## src/rtl/ac_hyst_ctrl.sv

```systemverilog
// ac_hyst_ctrl
// Three-state (IDLE / HEATING / COOLING) climate controller with separate
// on/off thresholds for hysteresis and a minimum-dwell timer that keeps the
// heater or compressor from short-cycling.
//
// Ports
//   clk          sole clock, rising edge
//   rst          synchronous, active-high reset
//   enable       0 forces IDLE (overrides dwell and temperature)
//   temp_valid   temperature sample valid this cycle
//   temperature  unsigned sample, TEMP_W bits
//   heating      heater drive  (state == HEATING), from the state register
//   cooling      cooler drive  (state == COOLING), from the state register
//   state        00 IDLE, 01 HEATING, 10 COOLING
//   dwell_busy   dwell counter non-zero, so a threshold exit is blocked
module ac_hyst_ctrl #(
  parameter int TEMP_W    = 5,
  parameter int HEAT_ON   = 18,
  parameter int HEAT_OFF  = 20,
  parameter int COOL_ON   = 22,
  parameter int COOL_OFF  = 20,
  parameter int MIN_DWELL = 4
) (
  input  logic              clk,
  input  logic              rst,
  input  logic              enable,
  input  logic              temp_valid,
  input  logic [TEMP_W-1:0] temperature,
  output logic              heating,
  output logic              cooling,
  output logic [1:0]        state,
  output logic              dwell_busy
);

  // $clog2(1) is 0; keep one bit so the counter stays a legal vector.
  // With MIN_DWELL=1 the load value is 0 and the counter never holds.
  localparam int CW = (MIN_DWELL > 1) ? $clog2(MIN_DWELL) : 1;
  localparam logic [CW-1:0] DWELL_LOAD = CW'(MIN_DWELL - 1);

  localparam logic [TEMP_W-1:0] T_HEAT_ON  = TEMP_W'(HEAT_ON);
  localparam logic [TEMP_W-1:0] T_HEAT_OFF = TEMP_W'(HEAT_OFF);
  localparam logic [TEMP_W-1:0] T_COOL_ON  = TEMP_W'(COOL_ON);
  localparam logic [TEMP_W-1:0] T_COOL_OFF = TEMP_W'(COOL_OFF);

  typedef enum logic [1:0] {
    IDLE    = 2'b00,
    HEATING = 2'b01,
    COOLING = 2'b10
  } st_e;

  st_e           st_q, st_nxt;
  logic [CW-1:0] cnt_q, cnt_nxt;
  logic          eval;

  // Threshold decisions are only taken on a valid sample once dwell expired.
  assign eval = enable && temp_valid && (cnt_q == '0);

  always_comb begin
    st_nxt = st_q;
    if (!enable) begin
      st_nxt = IDLE;
    end else if (eval) begin
      case (st_q)
        IDLE: begin
          if (temperature <= T_HEAT_ON)      st_nxt = HEATING;
          else if (temperature >= T_COOL_ON) st_nxt = COOLING;
        end
        HEATING: if (temperature >= T_HEAT_OFF) st_nxt = IDLE;
        COOLING: if (temperature <= T_COOL_OFF) st_nxt = IDLE;
        default: st_nxt = IDLE;
      endcase
    end
  end

  // Any state change restarts the dwell window; otherwise count down to 0
  // independent of enable / temp_valid.
  always_comb begin
    cnt_nxt = cnt_q;
    if (st_nxt != st_q)    cnt_nxt = DWELL_LOAD;
    else if (cnt_q != '0)  cnt_nxt = cnt_q - CW'(1);
  end

  always_ff @(posedge clk) begin
    if (rst) begin
      st_q  <= IDLE;
      cnt_q <= '0;
    end else begin
      st_q  <= st_nxt;
      cnt_q <= cnt_nxt;
    end
  end

  assign state      = st_q;
  assign heating    = (st_q == HEATING);
  assign cooling    = (st_q == COOLING);
  assign dwell_busy = (cnt_q != '0);

endmodule

```

## config.mk

```make
export PLATFORM = sky130hd
export DESIGN_NAME = ac_hyst_ctrl
export DESIGN_NICKNAME = d
export VERILOG_FILES = /design/src/rtl/ac_hyst_ctrl.sv
export SDC_FILE = /design/constraint.sdc
export NUM_CORES = 1
export LEC_CHECK = 0
export CORE_AREA = 2 2 39 41
export CTS_BUF_LIST = sky130_fd_sc_hd__clkbuf_8 sky130_fd_sc_hd__clkbuf_16
export CTS_CLUSTER_SIZE = 24
export DETAILED_ROUTE_END_ITERATION = 7
export DIE_AREA = 0 0 41 43
export SYNTH_ARGS = -nofsm -noshare
export SYNTH_HDL_FRONTEND = slang
export SYNTH_SLANG_ARGS = --single-unit
```

## constraint.sdc

```tcl
create_clock -name clk -period 1.6 [get_ports clk]
set_input_delay 0.24 -clock clk [delete_from_list [all_inputs] [get_ports clk]]
set_output_delay 0.24 -clock clk [all_outputs]
set_load 0.01 [all_outputs]
```

==> run metrics <==
status=completed; P per Cell Area=between 1000 and 1500 nW/um^2; Synth top area share=0.258; CP Capture Point=cooling; Crit Path Category=register to output port; FF+latch count, synth=4; Pleak=0.198 nW; Post-synth EDFFs=0; Final TNS setup=0 ns; Peak Freq=approximately 660 MHz; GRT Util Overall=0.117; routed length per instance=between 10 and 15 um; synth warn=0; Total Wirelength=around 800 um; DRC errors left=0; CP arrival=between 1 and 1.5 ns; Peak VDD IR=roughly 0.00042 V; Post-Syn Area=between 300 and 400 sq um; Post CTS Setup Buffer Count=0; CTS Hold Buffers Added=0; Resized Gates After CTS=3; main flop type after synthesis=dfxtp_1; Max Root-Sink Buffers=2; post-DP HPWL=between 600 and 700 um; Setup Skew=roughly 0.0025 ns; Core Util, Final=0.371; gr ovfl total=0; Worst Path Required=around 1.4 ns; number of vias per cell=~4.9; Netlist cell types=26; initial drt markers=5; largest net degree at the start of global routing=10; Slew headroom=0.843; share of layout cells above drive strength 1=0.200; reg2reg path depth=6; Worst-Margin Slew=approximately 0.23 ns; ANT cells=0; most frequent cells after synthesis=dfxtp_1 (4), inv_1 (4), nor2_1 (3); number of global-route vias before repair=around 320; Placeable Area=1380 sq um; worst min-delay path class=register to register; area leader, netlist=dfxtp_1; CP Depth=2; DR pass1 iterations=3; TritonCTS clock tree=yes; final setup vio count=0; DR vias=349; worst stage delay on the critical path=0.52 ns; maxcap violations=0; CP max-delay cell=clkdlybuf4s50_1; GP Congestion=approximately 0.68; Avg Synthesized Cell Area=roughly 8 sq um; Mapped Nets=48; final hold violations=0; critical path startpoint=state[1]; Num CTS Buffers=3; clock latency on the worst-skew pair=about 0.22 ns; Final Cycle Share=0.947; area delta synth->final=65.3%; RSZ-0062 raised after global routing=no; R2R Path Start=cnt_q[0]; critical path startpoint category=register; Die Wd=41 um; num rows=14; io pins=14; fin. max-slew vios=0; post-route ant nets=0; sequential share of the synthesized area=0.258; first-pass GRT wire length=approximately 1.3 mm; CP Cell Sequence=and2b_1 > clkdlybuf4s50_1; Cell Count, Final, Fillers Out=71; top post-synthesis cells by area=dfxtp_1 (26%), inv_1 (4.8%), and4b_4 (4.4%), a211oi_2 (4.0%), a31oi_1 (4.0%); dpl cells=68; Starting Density=0.224; root buffer cell=clkbuf_8; DIE HEIGHT=around 43 um; cells after synthesis=38; CP endpoint kind=output port; share of flip-flops with an asynchronous set or reset=0; FF-to-FF setup slack=roughly 0.24 ns; worst path buffer plus inverter count=1; IO Port Bufs=13; initial antenna violation count=0; htree depth=1; crit-path leading delay family=buffers and inverters; Final nets=67; DIE AREA=1760 sq um; Max FO, Critical Path=9; Crit Reg-Reg Endpoint=cnt_q[1]; CTS sink count=4; Final Critical Period=~1.5 ns; CTS clk-pin slew, worst paths=approximately 0.03 ns
[cell families (layout without fill, tap and decap cells)]
group / count (synthesis) / count (layout) / synth area share
AOI/OAI and AO/OA: 12 / 12 / 0.262
xor gates and xnor gates: 1 / 1 / 0.0282
adders and majority gates: 1 / 1 / 0.0403
buffers and inverters: 4 / 21 / 0.0484
DFF: 4 / 4 / 0.258
muxes: 1 / 1 / 0.0363
and+or+nand+nor: 15 / 15 / 0.327
[worst min-delay path by stage]
| stage | start | to | slack, ns | depth (start not counted) |
|---|---|---|---|---|
| after detailed placement | cnt_q[0] | cnt_q[0] | 0.59 | 2 |
| after global placement | cnt_q[0] | cnt_q[0] | 0.58 | 2 |
| final | state[1] | state[1] | 0.55 | 2 |
| after global routing | state[1] | state[1] | 0.59 | 2 |
| after CTS | state[1] | state[1] | 0.55 | 2 |
| after floorplan | rst | cnt_q[0] | 0.31 | 1 |
[flip-flops by register name, summed over array words and instances, names as in the netlist]
register / count
cnt_q: 2
state: 2
[routing by layer]
layer  share of wire  GRT usage
met4               0     0.0400
met1            0.44      0.131
met2            0.48      0.163
met3           0.073     0.0942
met5               0          0
[metrics by stage]
stage | hold slack (ns) | instance area (sq um) | setup WS [ns] | power [W]
6_report | 0.546 | 513 | 0.0854 | 0.000642
5_1_grt | 0.589 | 513 | 0.0147 | 0.000704
4_1_cts | 0.551 | 512 | 0.00671 | 0.000655
3_5_place_dp | 0.586 | 468 | 0.0365 | 0.000439
3_3_place_gp | 0.576 | 468 | 0.0592 | 0.000436
2_1_floorplan | 0.309 | 310 | 0.306 | 0.000331
[placed cells by master (no fill, tap or decap), types with 2 or more instances in the layout]
master and instances:
dfxtp_1 2, o21ai_0 2, inv_1 4, a21oi_1 2, nor2_1 3, a31oi_1 2, clkdlybuf4s50_1 12, clkbuf_8 3
nor2b_1 2, dfxtp_2 2
[worst reg2reg max path, stage by stage, from the launching register on]
cell and delay [ns]:
dfxtp_1 0.33, inv_1 0.05, ha_2 0.22, nand2_2 0.13, and4b_1 0.20, o22ai_1 0.19, a31oi_1 0.11
[power by group]
part	total [W]	internal [W]	switching (W)
Clock	0.000212	0.000160	0.0000517
Sequential	0.000143	0.000128	0.0000148
Combinational	0.000287	0.000149	0.000137
[area by class of cell]
cell class	count	area (sq um)
fill	156	871
multi-input combinational	30	218
timing repair buffer	14	136
sequential	4	82.6
clock buffer	3	41.3
tap	16	20.0
inverter	4	15.0
Power figures use the tool's default switching activity.
